===== src/rtl/seven_seg_pkg.sv =====
// Shared constants and helpers for the seven-segment scanner.
// Segment patterns are active-high, ordered {a,b,c,d,e,f,g}.
package seven_seg_pkg;

    localparam logic [6:0] SEG_0 = 7'b1111110;
    localparam logic [6:0] SEG_1 = 7'b0110000;
    localparam logic [6:0] SEG_2 = 7'b1101101;
    localparam logic [6:0] SEG_3 = 7'b1111001;
    localparam logic [6:0] SEG_4 = 7'b0110011;
    localparam logic [6:0] SEG_5 = 7'b1011011;
    localparam logic [6:0] SEG_6 = 7'b1011111;
    localparam logic [6:0] SEG_7 = 7'b1110000;
    localparam logic [6:0] SEG_8 = 7'b1111111;
    localparam logic [6:0] SEG_9 = 7'b1111011;
    localparam logic [6:0] SEG_A = 7'b1110111;
    localparam logic [6:0] SEG_B = 7'b0011111;
    localparam logic [6:0] SEG_C = 7'b1001110;
    localparam logic [6:0] SEG_D = 7'b0111101;
    localparam logic [6:0] SEG_E = 7'b1001111;
    localparam logic [6:0] SEG_F = 7'b1000111;

    localparam logic [6:0] SEG_ERR   = 7'b1001111;
    localparam logic [6:0] SEG_BLANK = 7'b0000000;

    // Counter width that never collapses to zero bits for n == 1.
    function automatic int cnt_width(input int n);
        return (n > 1) ? $clog2(n) : 1;
    endfunction

endpackage


===== src/rtl/seg7_hex_decode.sv =====
// Combinational nibble to segment decoder, hex or decimal-with-error.
// Output is active-high; polarity is applied by the scanner.
module seg7_hex_decode
    import seven_seg_pkg::*;
(
    input  logic [3:0] nibble,
    input  logic       dec_mode,
    output logic [6:0] seg
);

    always_comb begin
        seg = SEG_BLANK;
        unique case (nibble)
            4'h0: seg = SEG_0;
            4'h1: seg = SEG_1;
            4'h2: seg = SEG_2;
            4'h3: seg = SEG_3;
            4'h4: seg = SEG_4;
            4'h5: seg = SEG_5;
            4'h6: seg = SEG_6;
            4'h7: seg = SEG_7;
            4'h8: seg = SEG_8;
            4'h9: seg = SEG_9;
            4'hA: seg = SEG_A;
            4'hB: seg = SEG_B;
            4'hC: seg = SEG_C;
            4'hD: seg = SEG_D;
            4'hE: seg = SEG_E;
            4'hF: seg = SEG_F;
        endcase
        if (dec_mode && nibble > 4'd9) begin
            seg = SEG_ERR;
        end
    end

endmodule


===== src/rtl/seven_segment_scanner.sv =====
// Time-multiplexed N-digit seven-segment driver with a double-buffered value.
// Shadow commits to the display only at the frame boundary to avoid tearing.
module seven_segment_scanner
    import seven_seg_pkg::*;
#(
    parameter int NUM_DIGITS  = 4,
    parameter int REFRESH_DIV = 50000,
    parameter bit ACTIVE_LOW  = 1'b0
) (
    input  logic                    clk,
    input  logic                    reset,
    input  logic [4*NUM_DIGITS-1:0] data_in,
    input  logic                    load,
    input  logic [NUM_DIGITS-1:0]   blank_mask,
    input  logic                    lz_en,
    input  logic                    dec_mode,
    output logic [6:0]              seg,
    output logic [NUM_DIGITS-1:0]   dig_en,
    output logic                    pending,
    output logic                    frame_tick
);

    localparam int DW    = 4 * NUM_DIGITS;
    localparam int DIV_W = cnt_width(REFRESH_DIV);
    localparam int IDX_W = cnt_width(NUM_DIGITS);

    logic [DIV_W-1:0]      div_cnt_q, div_cnt_d;
    logic [IDX_W-1:0]      digit_idx_q, digit_idx_d;
    logic [DW-1:0]         shadow_q, shadow_d;
    logic [DW-1:0]         display_q, display_d;
    logic                  pending_q, pending_d;
    logic                  frame_tick_q, frame_tick_d;
    logic [6:0]            seg_q, seg_d;
    logic [NUM_DIGITS-1:0] dig_en_q, dig_en_d;

    logic                  advance;
    logic                  boundary;
    logic [3:0]            nibble;
    logic                  upper_zero;
    logic                  blank_bit;
    logic [NUM_DIGITS-1:0] onehot;
    logic                  dark;
    logic [6:0]            dec_seg;

    assign advance  = (div_cnt_q == DIV_W'(REFRESH_DIV - 1));
    assign boundary = advance
                   && (digit_idx_q == IDX_W'(NUM_DIGITS - 1));

    // Select the scanned nibble and its blanking context.
    always_comb begin
        nibble     = 4'h0;
        upper_zero = 1'b0;
        blank_bit  = 1'b0;
        onehot     = '0;
        for (int k = 0; k < NUM_DIGITS; k++) begin
            if (digit_idx_q == IDX_W'(k)) begin
                nibble     = display_q[4*k +: 4];
                upper_zero = ((display_q >> (4*k)) == '0) && (k > 0);
                blank_bit  = blank_mask[k];
                onehot[k]  = 1'b1;
            end
        end
    end

    seg7_hex_decode u_dec (
        .nibble   (nibble),
        .dec_mode (dec_mode),
        .seg      (dec_seg)
    );

    assign dark = blank_bit || (lz_en && upper_zero);

    always_comb begin
        div_cnt_d    = div_cnt_q + DIV_W'(1);
        digit_idx_d  = digit_idx_q;
        shadow_d     = shadow_q;
        display_d    = display_q;
        pending_d    = pending_q;
        frame_tick_d = boundary;
        seg_d        = dark ? SEG_BLANK : dec_seg;
        dig_en_d     = dark ? '0 : onehot;

        if (advance) begin
            div_cnt_d   = '0;
            digit_idx_d = boundary ? '0 : digit_idx_q + IDX_W'(1);
        end

        // A load coinciding with the boundary bypasses the shadow.
        if (boundary) begin
            display_d = load ? data_in : shadow_q;
            if (load) begin
                shadow_d = data_in;
            end
            pending_d = 1'b0;
        end else if (load) begin
            shadow_d  = data_in;
            pending_d = 1'b1;
        end
    end

    always_ff @(posedge clk) begin
        if (reset) begin
            div_cnt_q    <= '0;
            digit_idx_q  <= '0;
            shadow_q     <= '0;
            display_q    <= '0;
            pending_q    <= 1'b0;
            frame_tick_q <= 1'b0;
            seg_q        <= SEG_BLANK;
            dig_en_q     <= '0;
        end else begin
            div_cnt_q    <= div_cnt_d;
            digit_idx_q  <= digit_idx_d;
            shadow_q     <= shadow_d;
            display_q    <= display_d;
            pending_q    <= pending_d;
            frame_tick_q <= frame_tick_d;
            seg_q        <= seg_d;
            dig_en_q     <= dig_en_d;
        end
    end

    assign seg        = ACTIVE_LOW ? ~seg_q : seg_q;
    assign dig_en     = ACTIVE_LOW ? ~dig_en_q : dig_en_q;
    assign pending    = pending_q;
    assign frame_tick = frame_tick_q;

endmodule


===== config.mk =====
export PLATFORM = sky130hd
export DESIGN_NAME = seven_segment_scanner
export DESIGN_NICKNAME = d
export VERILOG_FILES = /design/src/rtl/seven_seg_pkg.sv /design/src/rtl/seg7_hex_decode.sv /design/src/rtl/seven_segment_scanner.sv
export SDC_FILE = /design/constraint.sdc
export NUM_CORES = 1
export LEC_CHECK = 0
export BUFFER_PORTS_ARGS = -buffer_cell sky130_fd_sc_hd__buf_2
export CORE_UTILIZATION = 50
export CTS_CLUSTER_DIAMETER = 120
export CTS_CLUSTER_SIZE = 12
export DETAILED_ROUTE_END_ITERATION = 10
export PLACE_DENSITY = 0.73
export SLEW_MARGIN = 20
export SYNTH_ARGS = -nofsm -noshare
export SYNTH_HDL_FRONTEND = slang
export SYNTH_HIERARCHICAL = 1
export SYNTH_SLANG_ARGS = --single-unit

===== constraint.sdc =====
create_clock -name clk -period 2.55 [get_ports clk]
set_clock_uncertainty 0.15 [all_clocks]
set_input_delay 0.51 -clock clk [delete_from_list [all_inputs] [get_ports clk]]
set_output_delay 0.51 -clock clk [all_outputs]
set_load 0.01 [all_outputs]

Yosys cells after proc, flatten, opt, wreduce, memory -nomap -nowiden
Memory sizes are Yosys's and may differ from the RTL's.
Cells that the tools add are included.
- bits in registers: 63
- bits in read-only memories: 112
- bits of input ports: 25
- output and inout port bits: 13
- memories: 1
- add/subtract/negate cells: 2
- magnitude comparators: 1
- equality and inequality tests: 4
- multiplexer cells: 18
- reduce and logical (&&, ||, !) cells: 12
- memories (name ; words ; width ; rd ports ; clocked after memory_dff ; write ports ; RTL line ; text):
    (no name shown) ; 16 ; 7 ; 1 ; 0 ; 0 ; seg7_hex_decode.sv:13 ; unique case (nibble)
- operators with widths (operator ; number):
    16-bit zero test ; 3
    16-bit by 1-bit adder with 16-bit output (second input constant) ; 1
    16-bit == test (second input constant) ; 1
    16-bit two-way mux ; 1
    4-bit two-way mux ; 4
    1-bit two-way mux ; 11
    7-bit two-way mux ; 1
    2-bit OR reduction ; 3
    2-bit == test (second input constant) ; 2
    4-bit > comparator (second input constant) ; 1
    1-bit logical AND ; 3
    3-bit OR reduction ; 1
    2-bit by 1-bit adder with 2-bit output (second input constant) ; 1
    2-bit by 1-bit == test with 1-bit output (second input constant) ; 1
    2-bit zero test ; 1
    2-bit two-way mux ; 1
    1-bit logical OR ; 1

Depth between registers and ports, before layout
- depth in word-level cells: 8
- gate-level depth with buffers: 13

Hierarchy
Netlist, hierarchy kept.
- modules (own cells, without submodules) (module ; times used ; cells each ; area each (um2)):
    seven_segment_scanner ; 1 ; 251 ; 2612.5
    seg7_hex_decode ; 1 ; 39 ; 296.5

Worst setup path after synthesis
No wires, ideal clock.
- kind: flip-flop to flip-flop
- start point: register digit_idx_q[1]
- end point: register seg_q[4] (netlist: seg[4])
- library setup time: 0.096 ns
- arrival: 2.500 ns
- data required time: 2.304 ns
- setup slack: -0.196 ns
- cell stages (with the launch flop): 14
- period minus slack after synthesis: 2.746 ns
- path through: dfxtp_1 > inv_1 > ha_1 > clkbuf_1 > and3b_1 > a21oi_1 > o21ai_0 > mux2_2 > inv_1 > ha_1 > nor2_1 > o211ai_1 > o211a_1 > nor4b_1
- longest elaborated chain between the ends: 8
- RTL lines (element ; RTL line ; text):
    start, declared ; seven_segment_scanner.sv:28 ; logic [IDX_W-1:0] digit_idx_q, digit_idx_d;
    start signal, assigned ; seven_segment_scanner.sv:113 ; digit_idx_q <= digit_idx_d;
    2-bit zero test ; seven_segment_scanner.sv:56 ; if (digit_idx_q == IDX_W'(k)) begin
    4-bit two-way mux (3 in a row) ; seven_segment_scanner.sv:56 ;
    4-bit two-way mux (*) ; seven_segment_scanner.sv:56 ;
    net nibble[0] ; seven_segment_scanner.sv:38 ; logic [3:0] nibble;
    4-bit > comparator ; seg7_hex_decode.sv:31 ; if (dec_mode && nibble > 4'd9) begin
    1-bit logical AND ; seg7_hex_decode.sv:31 ;
    3-bit OR reduction (no source line) ; - ;
    end signal, assigned ; seven_segment_scanner.sv:118 ; seg_q <= seg_d;
    end, declared ; seven_segment_scanner.sv:33 ; logic [6:0] seg_q, seg_d;
Mark *: on every way through the listed nets, which the timed path passes. The rest lies on a longest branch.
A chain may end at the register's enable or synchronous reset.

Worst setup path in the final report
- start point: register digit_idx_q[1]
- end point: register seg_q[5] (netlist: seg[5])
The elaborated chain is that of the path after synthesis.

==> key figures <==
Status
  • Run status: finished, final reports clean

Placement
  • Minimum setup slack after placement: -0.0257 ns
  • Placed Area: 0.00317 mm^2
  • Placed Cells incl. Taps: 390
  • Number of port buffers: 37
  • Routability congestion estimate: between 0.8 and 0.9
  • HPWL Detailed: 4070 um

Die
  • Total I/O pin count: 38
  • Total core area: 0.00554 mm^2
  • Die footprint: 0.00613 mm^2
  • Die extent in x: ~78 um
  • Height of the chip: about 80 um
  • Starting utilization of the core area: 0.525
  • Cell Rows: 27

Timing
  • Maximum operating frequency: 399 MHz
  • Number of endpoints failing setup at the final stage: 0
  • Actual transition at the worst max-transition pin: 0.768 ns
  • Number of hold violations in the final report: 0
  • RSZ-0062 raised after global routing: true
  • Rel. slew slack: 0.488
  • Setup Total Neg Slack: 0 ns
  • Worst Slack Setup Final: 0.0438 ns
  • Final worst-path cycle share: 0.983
  • Min Tclk post-route: 2.51 ns
  • Max Slew Vio Count: 0

Yosys
  • Post-Synthesis Mean Instance Area: 10.0 um^2
  • FF+latch count, synth: between 60 and 70
  • Synth Flop Type: dfxtp_1
  • Total number of yosys warnings: 6
  • Share of flip-flops with an asynchronous set or reset after synthesis: 0
  • Summed instance area of the synthesized netlist: between 0.002 and 0.003 mm^2
  • Post-synthesis cell count: 290
  • Yosys cell types: between 40 and 50
  • Net count after synthesis: ~330
  • Portion of the post-synthesis area used by sequential elements: 0.434
  • Count of flip-flops with a built-in enable after synthesis: 0

Worst setup path
  • Depth of the most critical reg-to-reg path: 13
  • Endpoint type of the worst setup path: register
  • Class of the most critical setup path: register to register
  • Reg2reg start: digit_idx_q[1]$_SDFFE_PP0P_
  • Largest incremental delay on the critical path: 0.36 ns
  • CP Max Fanout: 7
  • Register-to-register setup slack: 0.04 ns
  • Cells traversed along the worst timing path: inv_4 > ha_4 > and3b_1 > a21oi_2 > o21ai_1 > mux2_4 > inv_6 > ha_2 > nor2_2 > o211ai_1 > buf_4 > o211a_1 > nor4b_4
  • Endpoint arrival time on the critical path: ~2.6 ns
  • Reg-to-Reg End: seg[5]$_SDFF_PP0_
  • Critical path data required time: about 2.7 ns
  • Crit path max-delay cell type: dfxtp_4
  • Startpoint type of the worst setup path: register

Layout
  • Synth-to-layout area growth: 22.2%
  • Count of placed standard cells in the final layout, fillers left out: 410
  • Summed area of non-filler cells in the final layout: 0.00356 mm^2
  • Net count reported at finish: 371
  • ANT cells: 0
  • Post-layout utilization of the core: 0.642
  • Fraction of layout cells with a size suffix above 1: 0.314

CTS
  • Post-CTS clock slew at the launch and capture registers of the worst setup and hold paths: 0.07 ns
  • Max Root-Sink Buffers: 2
  • Sink count of the clock tree: 63
  • CTS tree: yes
  • CTS H-tree lvls: 3
  • Number of buffers added by the clock tree synthesis step: 9
  • Clock root buffer: clkbuf_8
  • Latest clock arrival within the worst-skew pair: between 0.3 and 0.4 ns

GRT
  • Overall fraction of global-route tracks in use: 0.213
  • Overflow left after global routing: 0
  • Vias in the first global route: between 2000 and 2500
  • First-pass GRT wire length: 10100 um
  • Number of antenna violations at the first check in global routing: 0
  • Maximum number of pins on one net before global-route repair: 33

Drt
  • Vias per cell: 5.46
  • Vias after detailed routing: approximately 2200
  • Initial detailed-routing violation count: around 120
  • Post-DRT Antenna Nets: 0
  • Number of DRC violations after detailed routing: 0
  • Avg WL per Cell: 14.7 um
  • Number of detailed-routing iterations run before antenna repair: 4
  • Total Routed Length: 6050 um

Power and ir drop
  • Worst vdd rail ir drop: 498 uV
  • Leakage component of the power: 1.43 nW
  • Pwr dens: 618 mW/mm^2

Min path
  • End point of the most critical hold path: dig_en[3]$_SDFF_PP0_
  • Hold depth: 2
  • Startpoint of the tightest hold check path: blank_mask[3]
  • Path category of the worst min-delay check: input pin to register

Run
  • Number of maximum-capacitance constraint violations: 0
-- Yosys cell counts (2+ instances only) --
master      n  area [um^2]
dfxtp_1    63         1260
nor2_1     29          109
mux2i_1    19          190
o2bb2ai_1  17          149
xnor2_1    13          114
ha_1       12          150
nand2_1    12         45.0
nor4b_1    12          105
inv_1      10         37.5
nand3_1    10         50.1
a21oi_1     8         40.0
nor2_2      8         50.1
nor4_1      8         50.1
o21ai_0     7         35.0
buf_6       5         56.3
mux2_2      5         56.3
nor3_1      5         25.0
and3b_1     4         35.0
clkbuf_1    4         15.0
nand2b_1    4         25.0
buf_2       3         15.0
nand4_1     3         18.8
a211oi_1    2         15.0
buf_1       2         7.51
buf_4       2         15.0
nor2_4      2         22.5
nor4bb_1    2         20.0
o211a_1     2         20.0
o211ai_1    2         15.0
xor2_1      2         17.5
-- sequential cells by signal (all words and copies together) (netlist names) --
| name | count |
|---|---|
| display_q | 16 |
| div_cnt_q | 16 |
| shadow_q | 16 |
| seg | 7 |
| dig_en | 4 |
| digit_idx_q | 2 |
| frame_tick | 1 |
| pending | 1 |
-- cell families (layout without fill, tap and decap cells) --
logic type      Yosys count  after routing  share of synthesized area
simple gates            105            105                      0.210
flops                    63             63                      0.434
compound gates           42             42                      0.108
buf+inv                  28             76                     0.0585
mux                      25             25                     0.0925
xor+xnor                 15             15                     0.0452
fa+ha+maj                12             12                     0.0516
-- metrics by stage --
stage	hold slack (ns)	total power [W]
6_report	0.212	0.00220
5_1_grt	0.202	0.00227
4_1_cts	0.202	0.00221
3_5_place_dp	0.303	0.00115
3_3_place_gp	0.298	0.00115
2_1_floorplan	0.275	0.00111
-- routing by layer --
metal	vias to the layer above	track usage	wire, um	part of all wire
met4	0	0.0944	124	0.021
met5	-	0	0	0
met1	1047	0.272	2850	0.47
li1	1115	-	-	-
met2	65	0.335	2750	0.45
met3	12	0.0616	320	0.053
-- cell type report --
type	instances	area [um^2]
Tap cell	72	90.1
Sequential cell	63	1270
Fill cell	463	1980
Clock buffer	12	155
Clock inverter	3	90.1
Timing Repair Buffer	50	295
Multi-Input combinational cell	199	1600
Inverter	11	53.8
-- placed cells by master, fill, tap and decap left out, types with 3 or more instances in the layout --
| cell type | n |
|---|---|
| mux2i_1 | 19 |
| dfxtp_1 | 61 |
| nor4b_1 | 6 |
| buf_4 | 12 |
| nor3_1 | 5 |
| nand2_1 | 11 |
| ha_1 | 6 |
| o21ai_1 | 3 |
| inv_2 | 3 |
| nor4_1 | 8 |
| clkbuf_8 | 11 |
| buf_2 | 37 |
| nor2_2 | 9 |
| nor2_1 | 28 |
| a21oi_1 | 7 |
| nor4b_2 | 3 |
| o21ai_0 | 4 |
| mux2_2 | 3 |
| nand2b_1 | 4 |
| ha_4 | 3 |
| xnor2_1 | 13 |
| bufinv_16 | 3 |
| inv_1 | 5 |
| ha_2 | 3 |
| nor4b_4 | 3 |
| o2bb2ai_1 | 17 |
| nand4_1 | 3 |
| nand3_1 | 10 |
| and3b_1 | 4 |
-- worst max-delay path: cells and delay by family (launching register included) --
| kind | cells | cell delay [ns] |
|---|---|---|
| AO/OA/AOI/OAI | 4 | 0.48 |
| AND/OR/NAND/NOR | 3 | 0.41 |
| flip-flops | 1 | 0.36 |
| buffers and inverters | 3 | 0.35 |
| adder cells (fa/ha/maj) | 2 | 0.34 |
| multiplexers | 1 | 0.32 |
-- where the power goes --
part	internal (W)	total (W)	switching [W]
Sequential	0.00101	0.00102	0.00000914
Clock	0.000698	0.00107	0.000369
Combinational	0.0000503	0.000113	0.0000626
Total	0.00176	0.00220	0.000441
-- repair_timing --
| action | in CTS | in global routing |
|---|---|---|
| endpoints found under the hold margin | 0 | 0 |
| cloned | 0 | 0 |
| setup buffers | 1 | 4 |
| pin swaps | 0 | 6 |
| gates resized for setup | 6 | 22 |
| hold buffers | 0 | 0 |
| setup endpoints to repair | 4 | 7 |
-- worst max-delay path by stage --
| stage | startpoint | endpoint | depth (start not counted) |
|---|---|---|---|
| finish | digit_idx_q[1]$_SDFFE_PP0P_ | seg[5]$_SDFF_PP0_ | 13 |
| detailed placement | digit_idx_q[1]$_SDFFE_PP0P_ | seg[3]$_SDFF_PP0_ | 12 |
| floorplan | digit_idx_q[1]$_SDFFE_PP0P_ | seg[4]$_SDFF_PP0_ | 13 |
| global route | digit_idx_q[0]$_SDFFE_PP0P_ | seg[3]$_SDFF_PP0_ | 11 |
| global placement | digit_idx_q[0]$_SDFFE_PP0P_ | seg[6]$_SDFF_PP0_ | 10 |
| CTS | digit_idx_q[0]$_SDFFE_PP0P_ | seg[3]$_SDFF_PP0_ | 12 |
Power figures use the tool's default switching activity.
